==> config.mk <==
export PLATFORM = sky130hd
export DESIGN_NAME = alarm_setter
export DESIGN_NICKNAME = d
export VERILOG_FILES = /design/src/rtl/clock_pkg.sv /design/src/rtl/alarm_setter_btn_edge.sv /design/src/rtl/alarm_setter.sv
export SDC_FILE = /design/constraint.sdc
export NUM_CORES = 1
export LEC_CHECK = 0
export BUFFER_PORTS_ARGS = -buffer_cell sky130_fd_sc_hd__buf_2
export CORE_ASPECT_RATIO = 0.7
export CORE_MARGIN = 2
export CORE_UTILIZATION = 43
export CTS_BUF_LIST = sky130_fd_sc_hd__clkbuf_16
export DETAILED_ROUTE_END_ITERATION = 16
export GPL_ROUTABILITY_DRIVEN = 0
export PLACE_DENSITY_LB_ADDON = 0.3
export SETUP_SLACK_MARGIN = 0.3
export SYNTH_ARGS = -nofsm -noshare
export SYNTH_HDL_FRONTEND = slang
export SYNTH_SLANG_ARGS = --single-unit
==> constraint.sdc <==
create_clock -name signal -period 2.6 [get_ports signal]
set_clock_uncertainty 0.05 [all_clocks]
set_input_delay 0.78 -clock signal [delete_from_list [all_inputs] [get_ports signal]]
set_output_delay 0.78 -clock signal [all_outputs]
set_load 0.005 [all_outputs]
==> src/rtl/clock_pkg.sv <==
// Shared field limits, widths, edit-state encoding and field stepping helpers
// for the alarm-time writer.
package clock_pkg;

    localparam int HOUR_W = 5;
    localparam int MIN_W  = 6;
    localparam int SEC_W  = 6;

    localparam logic [4:0] HOUR_MAX = 5'd23;
    localparam logic [5:0] MIN_MAX  = 6'd59;
    localparam logic [5:0] SEC_MAX  = 6'd59;

    typedef enum logic [1:0] {
        IDLE      = 2'd0,
        EDIT_HOUR = 2'd1,
        EDIT_MIN  = 2'd2,
        EDIT_SEC  = 2'd3
    } edit_state_e;

    function automatic int ring_cnt_width(input int cycles);
        return $clog2(cycles + 1);
    endfunction

    // Modulo step of one time field; out-of-range values fall back onto the legal range.
    function automatic logic [5:0] step_field(input logic [5:0] value,
                                              input logic [5:0] max_value,
                                              input logic       up);
        logic [5:0] result;
        if (up) begin
            if (value >= max_value) result = 6'd0;
            else                    result = value + 6'd1;
        end else begin
            if ((value == 6'd0) || (value > max_value)) result = max_value;
            else                                        result = value - 6'd1;
        end
        return result;
    endfunction

    function automatic edit_state_e next_state(input edit_state_e state);
        edit_state_e result;
        case (state)
            IDLE:      result = EDIT_HOUR;
            EDIT_HOUR: result = EDIT_MIN;
            EDIT_MIN:  result = EDIT_SEC;
            EDIT_SEC:  result = IDLE;
            default:   result = IDLE;
        endcase
        return result;
    endfunction

endpackage

==> src/rtl/alarm_setter_btn_edge.sv <==
// Press detector for one debounced button: a press is a high level whose
// previous sampled level was low, so holding yields a single pulse.
module btn_edge (
    input  logic signal,
    input  logic reset,
    input  logic btn,
    output logic press
);

    logic hist_r;

    // Button level history, one cycle deep.
    always_ff @(posedge signal) begin
        if (reset) begin
            hist_r <= 1'b0;
        end else begin
            hist_r <= btn;
        end
    end

    assign press = btn & ~hist_r;

endmodule

==> src/rtl/alarm_setter.sv <==
// Alarm-time writer: button edit FSM, alarm compare and timed ring output.
// Optional hold-to-repeat stepping is enabled by defining ALARM_AUTO_REPEAT_EN.
module alarm_setter
    import clock_pkg::*;
#(
    parameter int RING_CYCLES   = 1000,
    parameter int REPEAT_CYCLES = 250
) (
    input  logic       signal,
    input  logic       reset,
    input  logic       alarm_on,
    input  logic       btn_mode,
    input  logic       btn_inc,
    input  logic       btn_dec,
    input  logic [4:0] hour_true,
    input  logic [5:0] minute_true,
    input  logic [5:0] second_true,
    output logic [4:0] hour_al,
    output logic [5:0] minute_al,
    output logic [5:0] second_al,
    output logic [1:0] edit_field,
    output logic       ring
);

    localparam int RING_W = ring_cnt_width(RING_CYCLES);
    localparam logic [RING_W-1:0] RING_LOAD = RING_W'(RING_CYCLES);

    edit_state_e       state_r;
    logic [4:0]        hour_al_r;
    logic [5:0]        minute_al_r;
    logic [5:0]        second_al_r;
    logic [RING_W-1:0] ring_cnt_r;
    logic              ring_r;
    logic              match_prev_r;

    logic              mode_p_s;
    logic              inc_p_s;
    logic              dec_p_s;
    logic              rep_inc_s;
    logic              rep_dec_s;
    logic              inc_step_s;
    logic              dec_step_s;
    logic              edit_s;
    logic              match_s;
    logic              ring_clr_s;
    logic [RING_W-1:0] ring_cnt_s;

    btn_edge u_mode (.signal(signal), .reset(reset), .btn(btn_mode), .press(mode_p_s));
    btn_edge u_inc  (.signal(signal), .reset(reset), .btn(btn_inc),  .press(inc_p_s));
    btn_edge u_dec  (.signal(signal), .reset(reset), .btn(btn_dec),  .press(dec_p_s));

`ifdef ALARM_AUTO_REPEAT_EN
    localparam int HOLD_W = $clog2(REPEAT_CYCLES + 1);

    logic [HOLD_W-1:0] hold_cnt_r;
    logic              held_s;
    logic              rep_s;

    // A repeat step fires every REPEAT_CYCLES edges while exactly one of inc/dec stays high.
    always_comb begin
        held_s    = (state_r != IDLE) && (btn_inc ^ btn_dec) && !mode_p_s;
        rep_s     = held_s && (hold_cnt_r == HOLD_W'(REPEAT_CYCLES));
        rep_inc_s = rep_s & btn_inc;
        rep_dec_s = rep_s & btn_dec;
    end

    // Hold counter; restarting at one keeps the repeat period equal to the first delay.
    always_ff @(posedge signal) begin
        if (reset) begin
            hold_cnt_r <= {HOLD_W{1'b0}};
        end else if (!held_s) begin
            hold_cnt_r <= {HOLD_W{1'b0}};
        end else if (rep_s) begin
            hold_cnt_r <= HOLD_W'(1);
        end else begin
            hold_cnt_r <= hold_cnt_r + HOLD_W'(1);
        end
    end
`else
    // Without auto-repeat a held button gives exactly one step.
    always_comb begin
        rep_inc_s = 1'b0;
        rep_dec_s = 1'b0;
    end
`endif

    // Step requests, alarm match and the next ring counter value.
    always_comb begin
        inc_step_s = inc_p_s | rep_inc_s;
        dec_step_s = dec_p_s | rep_dec_s;
        edit_s     = (state_r != IDLE) && !mode_p_s && (inc_step_s ^ dec_step_s);
        match_s    = (state_r == IDLE) && alarm_on &&
                     (hour_true == hour_al_r) && (minute_true == minute_al_r) &&
                     (second_true == second_al_r);
        // Leaving IDLE always coincides with a mode press, so it is covered here.
        ring_clr_s = mode_p_s | inc_p_s | dec_p_s | ~alarm_on;
        ring_cnt_s = ring_cnt_r;
        if (ring_clr_s) begin
            ring_cnt_s = {RING_W{1'b0}};
        end else if (match_s && !match_prev_r) begin
            ring_cnt_s = RING_LOAD;
        end else if (ring_cnt_r != {RING_W{1'b0}}) begin
            ring_cnt_s = ring_cnt_r - RING_W'(1);
        end else begin
            ring_cnt_s = ring_cnt_r;
        end
    end

    // Edit FSM, alarm fields and registered ring state.
    always_ff @(posedge signal) begin
        if (reset) begin
            state_r      <= IDLE;
            hour_al_r    <= 5'd0;
            minute_al_r  <= 6'd0;
            second_al_r  <= 6'd0;
            ring_cnt_r   <= {RING_W{1'b0}};
            ring_r       <= 1'b0;
            match_prev_r <= 1'b0;
        end else begin
            if (mode_p_s) begin
                state_r <= next_state(state_r);
            end
            if (edit_s) begin
                case (state_r)
                    EDIT_HOUR: hour_al_r   <= 5'(step_field({1'b0, hour_al_r}, {1'b0, HOUR_MAX}, inc_step_s));
                    EDIT_MIN:  minute_al_r <= step_field(minute_al_r, MIN_MAX, inc_step_s);
                    EDIT_SEC:  second_al_r <= step_field(second_al_r, SEC_MAX, inc_step_s);
                    default:   hour_al_r   <= hour_al_r;
                endcase
            end
            match_prev_r <= match_s;
            ring_cnt_r   <= ring_cnt_s;
            ring_r       <= (ring_cnt_s != {RING_W{1'b0}});
        end
    end

    assign hour_al    = hour_al_r;
    assign minute_al  = minute_al_r;
    assign second_al  = second_al_r;
    assign edit_field = state_r;
    assign ring       = ring_r;

endmodule

======== Word level (Yosys, flattened, before mapping) ========
Index checks and enable logic that the tools add are counted.
cells by class
  bitwise operators ....................... 11
  equal/unequal tests ..................... 6
  add/sub/neg operators ................... 7
  mux-type cells .......................... 13
  reductions and logical operators ........ 22
  order comparisons ....................... 6
operator list
  kind                     count
  $mux W6                  6
  $mux W10                 3
  $reduce_bool A10 Y1      2
  $mux W5                  3
  $add A6 B1 Y6 const B    2
  $eq A6 B6 Y1             2
  $ge A6 B6 Y1 const B     2
  $gt A6 B6 Y1 const B     2
  $logic_not A6 Y1         2
  $sub A6 B1 Y6 const B    2
  $sub A10 B1 Y10 const B  1
  $pmux W2 S4              1
  $logic_and A1 B1 Y1      7
  $reduce_and A2 Y1        3
  $add A5 B1 Y5 const B    1
  $eq A5 B5 Y1             1
  $ge A5 B5 Y1 const B     1
  $gt A5 B5 Y1 const B     1
  $logic_not A5 Y1         1
  $sub A5 B1 Y5 const B    1
  $eq A2 B2 Y1 const B     2
  $not A1 Y1               4
  $and A1 B1 Y1            3
  $logic_or A1 B1 Y1       3
  other kinds (6)          9
storage, ports and cells
  register bits ........................... 34
  output and inout bits ................... 20
  word-level logic and storage cells ...... 75
  input bits .............................. 23

======== Longest topological paths before layout ========
Gate-level depths: netlist of the first run.
  word-level depth ........................ 9
  depth in mapped cells ................... 9
  gate-level depth less buffers ........... 8

======== Hierarchy ========
Synthesis of the first run repeated with hierarchy kept, for this count alone.
unflattened totals
  cell total of the unflattened synthesis .. 328
  area, all modules ....................... 2514.9 um^2
by module, submodules not included
  module        sequential area each (um^2)  times used  cells an instance  area an instance (um^2)
  alarm_setter  620.6                        1           319                2372.3
  btn_edge      20.0                         3           3                  47.5

======== Least setup slack after synthesis of the first run ========
Ideal clock, no wire load.
  path type ............................... input to register
  start point ............................. in btn_inc
  end point ............................... reg second_al_r[3] (netlist: second_al[3])
  setup time .............................. 133 ps
  stages .................................. 6
  data required time ...................... 2417 ps
  buffers on the path ..................... 0
  data arrival time ....................... 1934 ps
  slack ................................... 482 ps
  path through ............................ and2b_4 -> xnor2_2 -> nand3_2 -> a21o_1 -> nor4_1 -> nor3_1
between the ends
  longest elaborated chain between the ends .. 4
  elaborated cells between the ends (all ways) .. 5
  those cells by class .................... 1 x mux; 2 x bitwise; 2 x reduce/logical
ends and longest elaborated chain
  what                         RTL line                     RTL
  from (decl)                  alarm_setter.sv:13           input logic btn_inc,
  $and A1 B1 Y1 (*)            alarm_setter_btn_edge.sv:21  assign press = btn & ~hist_r;
  $xor A1 B1 Y1                alarm_setter.sv:91           edit_s = (state_r != IDLE) && !mode_p_s && (inc_step_s ^ dec_step_s);
  $logic_and A1 B1 Y1          alarm_setter.sv:91
  $reduce_and A2 Y1 (no line)  n/a
  to (signal assigned)         alarm_setter.sv:127          EDIT_SEC: second_al_r <= step_field(second_al_r, SEC_MAX, inc_step_s);
  to (decl)                    alarm_setter.sv:31           logic [5:0] second_al_r;
Every way passes the cells marked *; elsewhere a longest branch is shown, timed or not.
A chain may end at the register's enable or synchronous reset.

======== Worst setup path in the final report of the first run ========
  start point ............................. reg minute_al_r[1] (netlist: minute_al[1])
  end point ............................... reg minute_al_r[3] (netlist: minute_al[3])
between the ends
  longest elaborated chain between the ends .. 4
  elaborated cells between the ends (all ways) .. 9
  those cells by class .................... 2 x add/sub; 2 x order compare; 3 x mux; 2 x reduce/logical
ends and longest elaborated chain
  what                                              RTL line             RTL
  from (decl)                                       alarm_setter.sv:30   logic [5:0] minute_al_r;
  from (signal assigned)                            alarm_setter.sv:126  EDIT_MIN: minute_al_r <= step_field(minute_al_r, MIN_MAX, inc_step_s);
  $gt A6 B6 Y1 or $logic_not A6 Y1 (tied branches)  clock_pkg.sv:33      if ((value == 6'd0) || (value > max_value)) result = max_value;
  $logic_or A1 B1 Y1                                clock_pkg.sv:33
  $mux W6                                           clock_pkg.sv:33
  $mux W6 (*)                                       clock_pkg.sv:29      if (up) begin
Marked as above.

==> results of run 1 <==
state kept, by name (all words and copies together), names as in the netlist:
name	count
edit_field	2
hour_al	5
match_prev_r	1
minute_al	6
ring	1
ring_cnt_r	10
second_al	6
u_dec.hist_r	1
u_inc.hist_r	1
u_mode.hist_r	1
worst max-delay path: stages (launching register included):
cell	delay (ns)
dfxtp_1	0.54
ha_1	0.36
o2111ai_1	0.26
nand2_1	0.26
o21ai_0	0.11
a222oi_1	0.33
a221oi_1	0.12
cell usage after synthesis (all sizes together), types with 2 or more instances:
cell	instances	area, um^2
a211oi	7	52.6
a21boi	2	18.8
a21o	3	22.5
a21oi	30	158
a221oi	4	41.3
a22oi	2	15.0
a31oi	7	43.8
and2b	2	17.5
and3	5	36.3
buf	16	111
clkbuf	9	33.8
dfxtp	34	681
ha	14	175
inv	18	67.6
mux2i	4	52.6
nand2	23	86.3
nand2b	2	12.5
nand3	20	105
nand4	6	37.5
nor2	27	104
nor2b	8	57.6
nor3	16	96.4
nor3b	6	50.1
nor4	6	50.0
o2111ai	2	17.5
o211ai	5	37.5
o21ai	16	87.6
o22ai	2	12.5
o31ai	2	15.0
o32ai	2	17.5
or3	3	23.8
or4	2	18.8
xnor2	14	138
xor2	11	96.3
per-layer routing:
metal	vias up	global-route usage [%]	share of wire (%)
met2	89	28.3	42
li1	1310	-	-
met3	7	5.01	6.8
met4	0	4.72	0.70
met5	-	0	0
met1	1241	31.6	51
worst max path at each step:
stage,to,cells past startpoint,startpoint,slack (ns)
after detailed placement,ring_cnt_r[1]$_SDFF_PP0_,7,hour_true[4],0.21
after global placement,ring_cnt_r[1]$_SDFF_PP0_,7,hour_true[4],0.22
after floorplan,second_al[3]$_SDFFE_PP0P_,6,btn_inc,0.48
after CTS,ring$_SDFF_PP0_,7,ring_cnt_r[0]$_SDFF_PP0_,0.41
final,minute_al[3]$_SDFFE_PP0P_,6,minute_al[1]$_SDFFE_PP0P_,0.43
after global routing,minute_al[3]$_SDFFE_PP0P_,6,minute_al[1]$_SDFFE_PP0P_,0.30
stage by stage:
step / area, um^2 / util, % / cells / hold WS, ns / worst slack, ns
3_5_place_dp: 2980 / 48.4 / 451 / 0.514 / 0.213
2_1_floorplan: 2710 / - / 342 / 0.486 / 0.482
5_1_grt: 3120 / 50.7 / 458 / 0.572 / 0.301
4_1_cts: 3110 / 50.6 / 458 / 0.522 / 0.409
3_3_place_gp: 2980 / 48.4 / 451 / 0.505 / 0.223
6_report: 3120 / 50.7 / 458 / 0.515 / 0.427
cell families (layout without fill, tap and decap cells):
group | after synthesis | in the layout
buf+inv | 43 | 81
simple gates | 131 | 131
mux | 4 | 4
compound gates | 91 | 91
fa+ha+maj | 14 | 14
flops | 34 | 34
xor+xnor | 25 | 25
power breakdown:
group | internal, mW | switching (mW)
sequential | 0.529 | 0.0107
clock | 0.342 | 0.210
combinational | 0.0785 | 0.0962
total | 0.950 | 0.317
area by class of cell:
cell class / count / area (um^2) / share of cell area [%]
clock buffers: 5 / 125 / 4.01
flip-flops and latches: 34 / 681 / 21.8
multi-input cells: 265 / 1830 / 58.5
clock inverters: 2 / 7.51 / 0.241
well taps: 78 / 97.6 / 3.13
repair buffers: 56 / 315 / 10.1
inverters: 18 / 67.6 / 2.17
==> metrics.log, run 1 <==
INFO  metric outcome = finished clean
INFO  metric boundaryPins = 43
INFO  metric postSynthAreaPerCell = 7.94 um^2
INFO  metric core_area = 6160 um^2
INFO  metric p_leak = 1.30 nW
INFO  metric ff2ff_setup_slack = 0.43 ns
INFO  metric timing.hold.worst.start = second_al[3]$_SDFFE_PP0P_
INFO  metric synth-adder-area-share = 6.45%
INFO  metric fp.dieArea = 6970 um^2
INFO  metric synth-edff-count = 0
INFO  metric placement_rows = 24
INFO  metric final_common_cell = buf_2
INFO  metric area_growth = 15.0%
INFO  metric drt-vias-per-instance = 5.78
INFO  metric post_cts_resize_count = 0
INFO  metric grt_start_max_net_pins = 25
INFO  metric synth-main-ff-cell = dfxtp_1
INFO  metric layout_common_cells = buf_2, dfxtp_1, a21oi_1
INFO  metric finalHoldViolCount = 0
INFO  metric achievable-frequency = 460 MHz
INFO  metric post-cts-setup-buffer-count = 0
INFO  metric synth_compound_area_share = 22.5%
INFO  metric hold-path-endpoint = second_al[3]$_SDFFE_PP0P_
INFO  metric wl_per_cell = 15.3 um
INFO  metric synth_xor_area_share = 8.62%
INFO  metric antenna_cells = 0
INFO  metric number_of_register_bits_inferred_by_synthesis = 34
INFO  metric final-max-slew-violation-count = 0
INFO  metric drv_cap = 0
INFO  metric die-height = 70.5 um
INFO  metric totalWireLength = 7020 um
INFO  metric worstReg2RegStart = minute_al[1]$_SDFFE_PP0P_
INFO  metric overall_routing_resource_usage = 20.5%
INFO  metric fill_cells = 591
INFO  metric final_nets = 417
INFO  metric antenna_found_initial = 0
INFO  metric final.min_clock_period = 2.17 ns
INFO  metric synth_area = 2710 um^2
INFO  metric routed-via-count = 2647
INFO  metric synth_top_family_by_area = simple AND/OR/NAND/NOR gates
INFO  metric portBuffers = 42
INFO  metric synth-simple-area-share = 27.5%
INFO  metric worst_hold_path_depth = 2
INFO  metric synth_cells = 342
INFO  metric cp.arrival = 2.26 ns
INFO  metric cts_tree = built
INFO  metric detailed_routing_iterations_pass_1 = 5
INFO  metric cts-htree-levels = 2
INFO  metric ant_nets = 0
INFO  metric total_power = 1.27 mW
INFO  metric post_route_cells_drive_above_1_share = 23.2%
INFO  metric timing.reg2reg.worst_path_depth = 6
INFO  metric critPathLaunchType = register
INFO  metric timing_worst_setup_path_type = reg -> reg
INFO  metric remaining_global_route_overflow = 0
INFO  metric drt-initial-drc-count = 183
INFO  metric via_count_of_the_first_global_routing_pass = 2247
INFO  metric dp.final_hpwl = 5190 um
INFO  metric critical_path_required_time = 2.69 ns
INFO  metric drt_drc_violations_left = 0
INFO  metric grt_setup_unrepaired = no
INFO  metric synth_seq_area_share = 25.1%
INFO  metric endpoint_kind = register
INFO  metric final_min_period_over_clock_period = 83.6%
INFO  metric yosys-mux-area-fraction = 1.94%
INFO  metric power.density_cell_area = 406 nW/um^2
INFO  metric unique_masters_post_synth = 65
INFO  metric synth-async-reset-ratio = 0%
INFO  metric clk_transition_reported_paths = 0.05 ns
INFO  metric cts.sink_count = 34
INFO  metric numCtsBuffers = 5
INFO  metric hold_class = reg -> reg
INFO  metric grt_first_pass_wirelength = 11500 um
INFO  metric cts-hold-fix-buffers = 0
INFO  metric slew_headroom = 67.4%
INFO  metric finalSetupTns = 0 ns
INFO  metric final-setup-viol-count = 0
INFO  metric mappedNetlistNets = 379
INFO  metric die_w = 99.0 um
INFO  metric timing_worst_slew_pin_value = 0.490 ns
INFO  metric clk-insertion-delay-late = 0.28 ns
INFO  metric irDropWorstVdd = 0.237 mV
INFO  metric worstReg2RegEnd = minute_al[3]$_SDFFE_PP0P_
INFO  metric start_util = 44.1%
INFO  metric critical_path.max_fanout = 8
INFO  metric cts_root_buffer = clkbuf_16
INFO  metric yosysWarningCount = 0
INFO  metric clk_path_buf_depth = 2
Note: power is estimated with default switching activity, not from simulation.
==> inputs of run 2 (changes only) <==
==> constraint.sdc (replaced) <==
create_clock -name signal -period 1.8 [get_ports signal]
set_clock_uncertainty 0.05 [all_clocks]
set_input_delay 0.54 -clock signal [delete_from_list [all_inputs] [get_ports signal]]
set_output_delay 0.54 -clock signal [all_outputs]
set_load 0.005 [all_outputs]
==> metrics.log, run 2 (same netlist as run 1, synthesis figures left out) <==
INFO  metric critPathLaunchType = register
INFO  metric antenna_cells = 0 (unchanged)
INFO  metric final-max-slew-violation-count = 0 (unchanged)
INFO  metric drv_cap = 0 (unchanged)
INFO  metric via_count_of_the_first_global_routing_pass = 2970 (+32%)
INFO  metric clk-insertion-delay-late = 0.28 ns (about the same)
INFO  metric area.sequential = 726 um^2 (+6.6%)
INFO  metric largest_reg_flops = 10 (unchanged)
INFO  metric final_min_period_over_clock_period = 102% (+18 points)
INFO  metric grt_start_max_net_pins = 24 (-4.0%)
INFO  metric ff2ff_setup_slack = -0.04 ns (-0.46 ns)
INFO  metric failed_checks = negative setup slack
INFO  metric post-route-cell-area = 4520 um^2 (+45%)
INFO  metric portBuffers = 42 (unchanged)
INFO  metric final_common_cell = buf_4
INFO  metric die-height = 70.5 um (unchanged)
INFO  metric outcome = complete, but fails checks
INFO  metric cp.arrival = 1.94 ns (-0.32 ns)
INFO  metric worstPathCellList = inv_2 > ha_4 > or3b_4 > nor2b_4 > mux2i_4 > o211ai_1 > nor4b_2 > a31oi_1
INFO  metric post_route_cells_drive_above_1_share = 57.1% (+34 points)
INFO  metric critical_path.max_stage_delay = 0.39 ns (-0.15 ns)
INFO  metric core_area = 6160 um^2 (unchanged)
INFO  metric grt_setup_unrepaired = yes
INFO  metric final-setup-viol-count = 6 (+6)
INFO  metric irDropWorstVdd = 0.449 mV (+89%)
INFO  metric wl_per_cell = 17.5 um (+14%)
INFO  metric endpoint_kind = register
INFO  metric timing_worst_slew_pin_value = 0.436 ns (-0.0535 ns)
INFO  metric max_flop_register = ring_cnt_r
INFO  metric critical-path-top-delay-family = simple AND/OR/NAND/NOR gates
INFO  metric slowest_stage = or3b_4
INFO  metric critical_path.max_fanout = 4 (-4)
INFO  metric detailed_routing_iterations_pass_1 = 4 (-1)
INFO  metric worst_hold_path_depth = 2 (unchanged)
INFO  metric boundaryPins = 43 (unchanged)
INFO  metric grt_first_pass_wirelength = 14500 um (+27%)
INFO  metric die_w = 99.0 um (unchanged)
INFO  metric hold_class = in -> reg
INFO  metric ant_nets = 0 (unchanged)
INFO  metric remaining_global_route_overflow = 0 (unchanged)
INFO  metric post_dp_cell_area = 3530 um^2 (+18%)
INFO  metric critical_path_buf_inv_count = 1 (+1)
INFO  metric drt_drc_violations_left = 0 (unchanged)
INFO  metric timing_worst_setup_path_type = reg -> reg
INFO  metric drt-vias-per-instance = 5.82 (+0.70%)
INFO  metric routed-via-count = 3236 (+22%)
INFO  metric timing.hold.worst.start = btn_mode
INFO  metric total_power = 2.03 mW (+60%)
INFO  metric antenna_found_initial = 0 (unchanged)
INFO  metric slew_headroom = 70.9% (+3.6 points)
INFO  metric numCtsBuffers = 5 (unchanged)
INFO  metric worstReg2RegStart = ring_cnt_r[0]$_SDFF_PP0_
INFO  metric cts_root_buffer = clkbuf_16
INFO  metric final.min_clock_period = 1.84 ns (-0.337 ns)
INFO  metric power.density_cell_area = 450 nW/um^2 (+11%)
INFO  metric area_growth = 66.4%
INFO  metric timing.reg2reg.worst_path_depth = 8 (+2)
INFO  metric fp.dieArea = 6970 um^2 (unchanged)
INFO  metric layout_common_cells = buf_4, buf_2, buf_6
INFO  metric worst_slack = -0.0356 ns (-0.463 ns)
INFO  metric finalHoldViolCount = 0 (unchanged)
INFO  metric multi_input_area = 2250 um^2 (+23%)
INFO  metric hold-path-endpoint = u_mode.hist_r$_SDFF_PP0_
INFO  metric clk_transition_reported_paths = 0.05 ns (about the same)
INFO  metric p_leak = 1.91 nW (+47%)
INFO  metric achievable-frequency = 545 MHz (+18%)
INFO  metric cts_tree = built
INFO  metric cts-htree-levels = 2 (unchanged)
INFO  metric cts.sink_count = 34 (unchanged)
INFO  metric placement_rows = 24 (unchanged)
INFO  metric totalWireLength = 9720 um (+38%)
INFO  metric drt-initial-drc-count = 170 (-7.1%)
INFO  metric critical_path_required_time = 1.91 ns (-0.78 ns)
INFO  metric start_util = 44.1% (unchanged)
INFO  metric dp.final_hpwl = 5950 um (+15%)
INFO  metric clk_path_buf_depth = 2 (unchanged)
INFO  metric worstReg2RegEnd = ring$_SDFF_PP0_
INFO  metric final_nets = 514 (+23%)
INFO  metric fill_cells = 377 (-36%)
INFO  metric overall_routing_resource_usage = 25.8% (+5.3 points)
run 2: changes by cell type in the layout (fill, tap and decap cells not counted), sizes merged:
cell	before	now
buf	56	150
clkinv	0	2
bufbuf	0	1
inv	20	19
or3	3	4
clkbuf	5	6
run 2: stage by stage:
step                      util, %  worst slack (ns)  hold slack, ns  cells  TNS [ns]
after floorplan                 -           -0.0259           0.452    342   -0.0942
after global placement       57.3            -0.355           0.457    513     -5.36
after detailed placement     57.3            -0.448           0.482    513     -6.57
after CTS                    69.3           -0.0541           0.452    546   -0.0570
after global routing         73.4            -0.141           0.473    556    -0.972
final                        73.4           -0.0356           0.446    556    -0.125
run 2: power by group:
group	total, mW	leakage (nW)	switching [mW]	internal, mW
combinational	0.446	1.55	0.220	0.226
sequential	0.765	0.287	0.0106	0.755
clock	0.820	0.0724	0.320	0.500
run 2: worst max-delay path by stage:
stage / startpoint / to / slack [ns] / cells past startpoint
final: ring_cnt_r[0]$_SDFF_PP0_ / ring$_SDFF_PP0_ / -0.04 / 8
after global routing: ring_cnt_r[1]$_SDFF_PP0_ / ring$_SDFF_PP0_ / -0.14 / 8
after CTS: ring_cnt_r[0]$_SDFF_PP0_ / ring$_SDFF_PP0_ / -0.05 / 8
after detailed placement: hour_true[4] / ring_cnt_r[1]$_SDFF_PP0_ / -0.45 / 7
after global placement: hour_true[4] / ring_cnt_r[1]$_SDFF_PP0_ / -0.35 / 7
after floorplan: hour_true[4] / ring_cnt_r[1]$_SDFF_PP0_ / -0.03 / 7
run 2: area by class of cell:
cell class	instances	share of cell area (%)
Clock inverter	3	0.277
Clock buffer	5	2.77
Inverter	18	1.66
Sequential cell	34	16.1
Multi-Input combinational cell	266	49.9
Tap cell	78	2.16
Timing Repair Buffer	152	27.1
run 2: what timing repair did:
action	in CTS	in global routing
buffers inserted	23	9
pin swaps	25	11
setup endpoints to repair	40	39
gates resized for setup	101	37
hold buffers	0	0
gates cloned	2	1
run 2: layer usage:
layer	track usage, %	up-vias	share of wire (%)
met1	37.2	1551	44
met4	8.52	0	2.0
met5	0	-	0
met3	5.81	24	8.4
met2	38.1	152	46
li1	-	1509	-
run 2: worst reg2reg max path, stage by stage (launching register included):
cell and delay (ns):
dfxtp_2 0.32, inv_2 0.07, ha_4 0.14, or3b_4 0.39
nor2b_4 0.14, mux2i_4 0.14, o211ai_1 0.12, nor4b_2 0.24
a31oi_1 0.11
==> inputs of run 3 (changes only) <==
--- a/config.mk
+++ b/config.mk
@@ -8,7 +8,7 @@
 export BUFFER_PORTS_ARGS = -buffer_cell sky130_fd_sc_hd__buf_2
 export CORE_ASPECT_RATIO = 0.7
 export CORE_MARGIN = 2
-export CORE_UTILIZATION = 43
+export CORE_UTILIZATION = 57
 export CTS_BUF_LIST = sky130_fd_sc_hd__clkbuf_16
 export DETAILED_ROUTE_END_ITERATION = 16
 export GPL_ROUTABILITY_DRIVEN = 0
==> constraint.sdc (replaced) <==
create_clock -name signal -period 2.1 [get_ports signal]
set_clock_uncertainty 0.05 [all_clocks]
set_input_delay 0.63 -clock signal [delete_from_list [all_inputs] [get_ports signal]]
set_output_delay 0.63 -clock signal [all_outputs]
set_load 0.005 [all_outputs]
==> metrics.log, run 3 (same netlist as run 1, synthesis figures left out) <==
INFO  metric outcome = finished clean
INFO  metric final_common_cell = buf_4
INFO  metric slew_headroom = 65.2% (-5.7 points)
INFO  metric ant_nets = 0 (unchanged)
INFO  metric area_growth = 39.2%
INFO  metric p_leak = 1.55 nW (-19%)
INFO  metric via_count_of_the_first_global_routing_pass = 2544 (-14%)
INFO  metric dp.final_hpwl = 5500 um (-7.5%)
INFO  metric critical_path.max_stage_delay = 0.41 ns (+0.02 ns)
INFO  metric clk-insertion-delay-late = 0.27 ns (about the same)
INFO  metric grt_setup_unrepaired = yes
INFO  metric achievable-frequency = 502 MHz (-7.9%)
INFO  metric wl_per_cell = 18.8 um (+7.4%)
INFO  metric final_min_period_over_clock_period = 94.9% (-7.1 points)
INFO  metric detailed_routing_iterations_pass_1 = 5 (+1)
INFO  metric cts-htree-levels = 2 (unchanged)
INFO  metric remaining_global_route_overflow = 0 (unchanged)
INFO  metric numCtsBuffers = 5 (unchanged)
INFO  metric totalWireLength = 8960 um (-7.9%)
INFO  metric grt_first_pass_wirelength = 12400 um (-15%)
INFO  metric antenna_found_initial = 0 (unchanged)
INFO  metric final.min_clock_period = 1.99 ns (+0.156 ns)
INFO  metric power.density_cell_area = 427 nW/um^2 (-5.2%)
INFO  metric final_nets = 460 (-11%)
INFO  metric clk_path_buf_depth = 2 (unchanged)
INFO  metric endpoint_kind = register
INFO  metric final-setup-viol-count = 0 (-6)
INFO  metric cts_root_buffer = clkbuf_16
INFO  metric worstReg2RegStart = ring_cnt_r[1]$_SDFF_PP0_
INFO  metric overall_routing_resource_usage = 29.9% (+4.1 points)
INFO  metric irDropWorstVdd = 0.352 mV (-22%)
INFO  metric max_flop_register = ring_cnt_r
INFO  metric timing.reg2reg.worst_path_depth = 8 (unchanged)
INFO  metric drt-initial-drc-count = 355 (+110%)
INFO  metric ff2ff_setup_slack = 0.11 ns (+0.14 ns)
INFO  metric hold_class = reg -> reg
INFO  metric place.detailed.instances = 449 (-12%)
INFO  metric worstPathCellList = inv_4 > ha_4 > or3b_4 > nor2b_4 > mux2i_4 > o211ai_1 > nor4b_2 > a31oi_1
INFO  metric core_area = 4450 um^2 (-28%)
INFO  metric cts_tree = built
INFO  metric hold_slack_final = 0.487 ns (+0.0410 ns)
INFO  metric fp.dieArea = 5340 um^2 (-23%)
INFO  metric post_layout_nonfiller_instances = 477 (-14%)
INFO  metric boundaryPins = 43 (unchanged)
INFO  metric timing.hold.worst.start = second_al[1]$_SDFFE_PP0P_
INFO  metric finalHoldViolCount = 0 (unchanged)
INFO  metric worstReg2RegEnd = ring$_SDFF_PP0_
INFO  metric cp.arrival = 2.08 ns (+0.14 ns)
INFO  metric hold-path-endpoint = second_al[1]$_SDFFE_PP0P_
INFO  metric slowest_stage = or3b_4
INFO  metric die-height = 61.7 um (-12%)
INFO  metric placement_rows = 20 (-17%)
INFO  metric antenna_cells = 0 (unchanged)
INFO  metric drt-vias-per-instance = 6.42 (+10%)
INFO  metric critical_path.max_fanout = 5 (+1)
INFO  metric layout_common_cells = buf_4, buf_2, nor2_1
INFO  metric drt_drc_violations_left = 0 (unchanged)
INFO  metric timing_worst_setup_path_type = reg -> reg
INFO  metric grt_start_max_net_pins = 24 (unchanged)
INFO  metric largest_reg_flops = 10 (unchanged)
INFO  metric portBuffers = 42 (unchanged)
INFO  metric clk_transition_reported_paths = 0.05 ns (about the same)
INFO  metric post_route_cells_drive_above_1_share = 44.8% (-12 points)
INFO  metric worst_hold_path_depth = 2 (unchanged)
INFO  metric finalSetupTns = 0 ns (+0.125 ns)
INFO  metric routed-via-count = 3060 (-5.4%)
INFO  metric start_util = 60.9% (+17 points)
INFO  metric cts-hold-fix-buffers = 0 (unchanged)
INFO  metric critical_path_required_time = 2.18 ns (+0.27 ns)
INFO  metric final-max-slew-violation-count = 0 (unchanged)
INFO  metric drv_cap = 0 (unchanged)
INFO  metric timing_worst_slew_pin_value = 0.521 ns (+0.0845 ns)
INFO  metric die_w = 86.5 um (-13%)
INFO  metric cts.sink_count = 34 (unchanged)
INFO  metric critPathLaunchType = register
==> run 3: worst max-delay path, delay by kind of cell, from the launching register on <==
family | cells | cell delay [ns]
DFF | 1 | 0.35
adders and majority gates | 1 | 0.15
muxes | 1 | 0.16
and+or+nand+nor | 3 | 0.85
AOI/OAI and AO/OA | 2 | 0.24
buffers and inverters | 1 | 0.06
==> run 3: layer usage <==
| layer | global-route usage, % | vias to the layer above | share of wire, % |
|---|---|---|---|
| met1 | 43.2 | 1404 | 41 |
| met3 | 5.02 | 23 | 11 |
| met5 | 0 | - | 0 |
| li1 | - | 1406 | - |
| met2 | 48.4 | 227 | 46 |
| met4 | 5.58 | 0 | 1.9 |
==> run 3: how the worst max path moves through the flow <==
stage	startpoint	cells past startpoint	slack, ns	end
4_1_cts	ring_cnt_r[0]$_SDFF_PP0_	8	0.20	ring$_SDFF_PP0_
3_5_place_dp	hour_true[4]	7	-0.20	ring_cnt_r[1]$_SDFF_PP0_
5_1_grt	btn_mode	6	0.02	ring_cnt_r[4]$_SDFF_PP0_
6_report	ring_cnt_r[1]$_SDFF_PP0_	8	0.11	ring$_SDFF_PP0_
2_1_floorplan	hour_true[4]	7	0.18	ring_cnt_r[1]$_SDFF_PP0_
3_3_place_gp	hour_true[4]	7	-0.11	ring_cnt_r[1]$_SDFF_PP0_
==> run 3: what timing repair did <==
| item | in CTS | in global routing |
|---|---|---|
| setup buffers | 10 | 11 |
| gates cloned | 1 | 0 |
| pin swaps | 10 | 26 |
| resized for setup | 37 | 52 |
| endpoints found under the setup margin | 24 | 28 |
==> run 3: area by class of cell <==
| type | count | area, um^2 |
|---|---|---|
| Multi-Input combinational cell | 266 | 2090 |
| Sequential cell | 34 | 721 |
| Timing Repair Buffer | 98 | 692 |
| Fill cell | 251 | 677 |
| Clock buffer | 5 | 125 |
| Inverter | 18 | 77.6 |
| Tap cell | 55 | 68.8 |
| Clock inverter | 1 | 3.75 |
==> run 3: report_power, final <==
part / internal, mW / switching, mW
clock: 0.421 / 0.244
combinational: 0.134 / 0.156
sequential: 0.646 / 0.0108
total: 1.20 / 0.411
==> run 3: per-stage QoR <==
stage | power [mW] | setup slack [ns] | instance area, um^2 | utilization [%]
2_1_floorplan | 0.821 | 0.182 | 2750 | -
3_3_place_gp | 0.909 | -0.114 | 3150 | 70.8
3_5_place_dp | 0.915 | -0.200 | 3150 | 70.8
4_1_cts | 1.59 | 0.197 | 3490 | 78.3
5_1_grt | 1.66 | 0.0240 | 3780 | 84.8
6_report | 1.61 | 0.108 | 3780 | 84.8
